## src/rtl/wb_regfile.sv

```systemverilog
// Write-back stage and 32-entry architectural register file.
// Selects the MEM/WB result, commits it, and serves two bypassed ID read ports.
module wb_regfile #(
   parameter int WORD_LEN          = 32,
   parameter int REG_FILE_ADDR_LEN = 5,
   parameter int CNT_LEN           = 32
) (
   input  logic                         clk,
   input  logic                         rst,
   input  logic                         WB_EN,
   input  logic                         Mem_Read_EN,
   input  logic [WORD_LEN-1:0]          ALU_Result,
   input  logic [WORD_LEN-1:0]          Data_memory,
   input  logic [REG_FILE_ADDR_LEN-1:0] Dest,
   input  logic [REG_FILE_ADDR_LEN-1:0] src1,
   input  logic [REG_FILE_ADDR_LEN-1:0] src2,
   output logic [WORD_LEN-1:0]          reg1,
   output logic [WORD_LEN-1:0]          reg2,
   output logic [WORD_LEN-1:0]          WB_Value,
   output logic                         WB_Commit,
   output logic                         WB_EN_d,
   output logic [WORD_LEN-1:0]          WB_Value_d,
   output logic [REG_FILE_ADDR_LEN-1:0] WB_Dest_d,
   output logic [CNT_LEN-1:0]           Retire_Count
);

   localparam int DEPTH = 2 ** REG_FILE_ADDR_LEN;

   logic [WORD_LEN-1:0] regs [DEPTH];

   assign WB_Value  = Mem_Read_EN ? Data_memory : ALU_Result;
   // Writes to r0 and writes during reset never commit, so they also never bypass.
   assign WB_Commit = WB_EN && (Dest != '0) && !rst;

   always_comb begin
      reg1 = '0;
      if (src1 == '0)
         reg1 = '0;
      else if (WB_Commit && (src1 == Dest))
         reg1 = WB_Value;
      else
         reg1 = regs[src1];
   end

   always_comb begin
      reg2 = '0;
      if (src2 == '0)
         reg2 = '0;
      else if (WB_Commit && (src2 == Dest))
         reg2 = WB_Value;
      else
         reg2 = regs[src2];
   end

   always_ff @(posedge clk) begin
      if (rst) begin
         for (int i = 0; i < DEPTH; i++)
            regs[i] <= '0;
         WB_EN_d      <= 1'b0;
         WB_Value_d   <= '0;
         WB_Dest_d    <= '0;
         Retire_Count <= '0;
      end else begin
         if (WB_Commit) begin
            regs[Dest]   <= WB_Value;
            Retire_Count <= Retire_Count + CNT_LEN'(1);
         end
         // Data copies follow every cycle; consumers qualify them with WB_EN_d.
         WB_EN_d    <= WB_Commit;
         WB_Value_d <= WB_Value;
         WB_Dest_d  <= Dest;
      end
   end

endmodule

```

## config.mk

```make
export PLATFORM = sky130hd
export DESIGN_NAME = wb_regfile
export DESIGN_NICKNAME = d
export VERILOG_FILES = /design/src/rtl/wb_regfile.sv
export SDC_FILE = /design/constraint.sdc
export NUM_CORES = 2
export LEC_CHECK = 0
export CORE_ASPECT_RATIO = 0.8
export CORE_MARGIN = 8
export CORE_UTILIZATION = 45
export DETAILED_ROUTE_END_ITERATION = 12
export SKIP_LAST_GASP = 1
export SYNTH_ARGS = -nofsm -noshare
export SYNTH_HDL_FRONTEND = slang
export SYNTH_SLANG_ARGS = --single-unit
```

## constraint.sdc

```tcl
create_clock -name clk -period 6.7 [get_ports clk]
set_input_delay 1.675 -clock clk [delete_from_list [all_inputs] [get_ports clk]]
set_output_delay 1.675 -clock clk [all_outputs]
set_load 0.03 [all_outputs]
```

After elaboration in Yosys (flattened, before gate mapping)
Memory sizes are Yosys's and may differ from the RTL's.
Index checks and enable logic that the tools add are counted.

operators by class
  add/subtract/negate cells = 1
  reduce and logical (&&, ||, !) cells = 9
  muxes and demuxes = 13
  equal/unequal tests = 2

operators with widths
  operator                                        count
  2-to-1 mux 32 bit                               6
  adder 32 x 1 -> 32 bit (second input constant)  1
  OR reduction 32 bit                             1
  equality test 5 bit                             2
  zero test 5 bit                                 2
  2-to-1 mux 1 bit                                6
  2-to-1 mux 5 bit                                1
  nonzero test 5 bit                              1
  logical AND 1 bit                               4
  zero test 1 bit                                 1

word-level totals
  bits of input ports = 83
  output and inout bits = 167
  memories = 1
  logic and storage cells = 30
  register bits after elaboration = 70
  memory bits (writable) = 1,024

memories
  name  depth  bits a word  read ports  clocked after Yosys merged registers in  wr ports  line  source
  regs  32     32           2           0                                        32        29    logic [WORD_LEN-1:0] regs [DEPTH];

Longest topological paths before layout
  depth in word-level cells = 8
  depth in mapped cells = 9
  depth with buffers taken out = 5

Least setup slack after synthesis
Ideal clock, no wire load.

  path kind = input to output
  from = input Dest[2]
  to = output reg1[22]
  required time = 5,025 ps
  buffers on the path = 3
  arrival = 3,780 ps
  path slack = 1,245 ps
  stages = 8
  cell sequence = or3_1 -> buf_2 -> o211a_1 -> nand4_1 -> clkbuf_1 -> clkbuf_1 -> o21ai_0 -> a21oi_1

between the ends
  longest elaborated chain between the ends = 6
  elaborated cells on any way between the ends = 7
  classes of those cells = 1 x eq/ne; 2 x mux; 4 x reduce/logical

ends and longest elaborated chain
  element                          line  source
  start: declaration               14    input logic [REG_FILE_ADDR_LEN-1:0] Dest,
  nonzero test 5 bit               33    assign WB_Commit = WB_EN && (Dest != '0) && !rst;
  logical AND 1 bit (2 in series)  33
  named net WB_Commit              20    output logic WB_Commit,
  logical AND 1 bit                39    else if (WB_Commit && (src1 == Dest))
  2-to-1 mux 32 bit                39
  2-to-1 mux 32 bit                37    if (src1 == '0)
  end: declaration                 17    output logic [WORD_LEN-1:0] reg1,

The timed path passes the listed nets, and every way through them passes these cells.

Final worst setup path
  from = input src1[3]
  to = output reg1[22]

between the ends
  longest elaborated chain between the ends = 4
  elaborated cells on any way between the ends = 6
  classes of those cells = 1 x eq/ne; 2 x mux; 2 x reduce/logical; 1 x memory

ends and longest elaborated chain
  element                                                                            line  source
  start: declaration                                                                 15    input logic [REG_FILE_ADDR_LEN-1:0] src1,
  parallel branches: the longest is 3 deep, another holds memory read (32 x 32 bit)  n/a
  2-to-1 mux 32 bit (*)                                                              37

Mark *: on every way between the ends.

==> metrics.md <==
| Metric | Value |
|---|---|
| Status | `finished clean` |
| Num Clock Sinks | `1094` |
| Actual slew at the worst max-slew pin | `1.24 ns` |
| Hold Path Depth | `2` |
| Max-cap viol count | `0` |
| Setup TNS Final | `0 ns` |
| Required time of the critical path | `5.03 ns` |
| Root Buffer | `clkbuf_16` |
| Most frequent cell after synthesis | `nor2_1` |
| Clock slew at reported path FFs | `0.06 ns` |
| Max-slew violations | `0` |
| DR pass1 iterations | `7` |
| Tightest Hold Check Type | `reg -> reg` |
| Post-synth top cells | `nor2_1 (1162), edfxtp_1 (1024), mux2_2 (352), clkbuf_1 (316), mux4_2 (247)` |
| Final WS setup | `0.340 ns` |
| Clk buf depth | `3` |
| Nets@finish | `4808` |
| Detailed Route Iter0 Violations | `6170` |
| Final clock skew | `0.00666 ns` |
| Synth top area cells | `edfxtp_1 (55%), mux4_2 (9.9%), nor2_1 (7.8%)` |
| WP data arrival | `4.68 ns` |
| Synthesized area per cell | `12.5 um2` |
| Final period util | `0.949` |
| Post-Synthesis Cells | `4513` |
| #FFs+latches synth | `1094` |
| CTS H-tree depth | `3` |
| RSZ-0062 raised after global routing | `no` |
| Leak | `23.5 nW` |
| Seq/Total Area, Yosys | `0.572` |
| Layout cells sized above 1 | `0.253` |
| CTS tree | `done` |
| ANT cells | `0` |
| Wire length of the first global-routing pass | `308 mm` |
| Detailed-route via count | `42600` |
| Vias in the first global route | `41200` |
| Worst rel slew slack | `0.174` |
| I/O Pins | `250` |
| Synthesis Warnings | `0` |
| Critical path's largest stage delay | `0.77 ns` |
| Cell type with the largest total area after synthesis | `edfxtp_1` |
| Gr usage total | `0.311` |
| Largest net degree at the start of global routing | `103` |
| Ys async rst share | `0` |
| Die H | `332 um` |
| # rows | `116` |
| Final setup violation count | `0` |
| Fin crit period | `6.36 ns` |
| Achievable clock frequency | `157 MHz` |
| Max VDD drop | `0.213 mV` |
| Core ar. | `0.125 mm2` |
| R2r worst-path depth | `5` |
| Initial Util | `0.452` |
| Worst Path Buf+Inv | `3` |
| Chip Width | `411 um` |
| Area growth, synth to finish | `18.4%` |
| Primary FF master, synth | `edfxtp_1` |
| DRC Markers | `0` |
| Initial antenna violation count | `11` |
| HPWL Detailed | `133 mm` |
| PnR Total Power | `17.2 mW` |
| CP Depth | `7` |
| Drt wl/cell | `33.9 um` |
| Port bufs | `249` |
| CP Cell Sequence | `clkdlybuf4s50_1 -> or2_2 -> buf_4 -> a2111oi_0 -> nor4_1 -> a21oi_1 -> buf_12` |
| Place WS | `0.369 ns` |
| CP delay by family, top | `simple AND/OR/NAND/NOR gates` |
| GPL Wtd Cong | `0.879` |
| Pwr dens | `259 mW/mm2` |
| Post-CTS sizing | `0` |
| Number of buffers created by CTS | `115` |
| Drt via density | `6.58` |
| Critical Path End Type | `output port` |
| Hold-fix buffers, CTS | `0` |
| ANT nets after route | `0` |
| Netlist Area Pre-Place | `0.0562 mm2` |
| Clk Latency, worst-skew pair | `0.76 ns` |
| Startpoint types | `input port` |
| Peak fanout along the critical path | `18` |
| Post-CTS setup buffers | `0` |
| Synth top area share | `0.547` |
| Crit path max-delay cell type | `or2_2` |
| Crit path kind | `in -> out` |
| Post-synth EDFFs | `1024` |
| Post-Route WL | `220 mm` |
| Grt total ovfl | `0` |
| Die ar. | `0.137 mm2` |
| Hold Vio Cnt, Final | `0` |
| Post-synthesis cell type count | `52` |
==> per-layer routing <==
metal | up-vias | GRT usage | part of all wire
met1 | 21500 | 0.434 | 0.39
met2 | 3201 | 0.459 | 0.43
li1 | 17300 | - | -
met5 | - | 0 | 0.00019
met4 | 6 | 0.145 | 0.053
met3 | 588 | 0.0753 | 0.13
==> cells by family after synthesis <==
| family | synth area share |
|---|---|
| simple gates | 0.113 |
| mux | 0.213 |
| compound gates | 0.0621 |
| buf+inv | 0.0353 |
| fa+ha+maj | 0.000222 |
| flops | 0.572 |
| other cells | 0.0000667 |
| xor+xnor | 0.00436 |
==> state kept, by name (all words and copies together), names as in the netlist <==
signal,count
WB_EN_d,1
WB_Value_d,32
Retire_Count,32
regs,1024
WB_Dest_d,5
==> layout make-up <==
type                       instances  area (um2)
multi-input combinational       2955       22800
inverter                          41         154
fill                           10500       58000
clock inverter                    62         616
timing repair buffer             517        5590
sequential                      1094       32200
clock buffer                     156        3140
tap                             1652        2070
==> path summary, 6_finish.rpt <==
| path | startpoint | end | slack, ns |
|---|---|---|---|
| worst max-delay path | src1[3] | reg1[22] | 0.34 |
| worst min-delay path | Retire_Count[27]$_SDFFE_PP0P_ | Retire_Count[27]$_SDFFE_PP0P_ | 0.50 |
| worst max register to register | Retire_Count[3]$_SDFFE_PP0P_ | Retire_Count[29]$_SDFFE_PP0P_ | 4.31 |
| worst min register to register | Retire_Count[27]$_SDFFE_PP0P_ | Retire_Count[27]$_SDFFE_PP0P_ | 0.50 |
==> through the flow <==
step | std cells | hold WS (ns) | util | cell area [um2]
finish | 6477 | 0.499 | 0.535 | 66600
global route | 6477 | 0.521 | 0.535 | 66600
CTS | 6477 | 0.501 | 0.535 | 66600
detailed placement | 6259 | 0.489 | 0.504 | 62800
global placement | 6259 | 0.495 | 0.504 | 62800
floorplan | 4544 | 0.614 | - | 56300
==> power breakdown <==
group / switching, mW / internal, mW / total (mW)
Combinational: 1.61 / 1.10 / 2.71
Sequential: 0.180 / 7.84 / 8.02
Clock: 2.82 / 3.67 / 6.49
==> worst min-delay path, cell delays in order (launching register included) <==
cell and delay (ns):
dfxtp_1 0.33, o31ai_1 0.07, a21oi_1 0.05
==> layout by cell type (no fill, tap or decap), drive strengths merged, types with 10 or more instances in the layout <==
cell type | Yosys | routed
inv | 41 | 46
nand2 | 79 | 79
dfxtp | 70 | 70
o21ai | 93 | 93
nor4 | 66 | 66
buf | 138 | 339
a21oi | 76 | 76
nand4 | 10 | 10
nor3 | 54 | 54
or3 | 13 | 13
bufinv | 0 | 10
conb | 1 | 32
mux2 | 352 | 352
nor2 | 1162 | 1162
a2111oi | 70 | 70
o221ai | 10 | 10
clkdlybuf4s50 | 0 | 177
clkinv | 0 | 47
o22ai | 155 | 155
nor2b | 100 | 100
a211oi | 111 | 111
mux4 | 247 | 247
clkbuf | 316 | 157
xnor2 | 17 | 17
edfxtp | 1024 | 1024
xor2 | 11 | 11
mux2i | 244 | 244
Power figures use the tool's default switching activity.
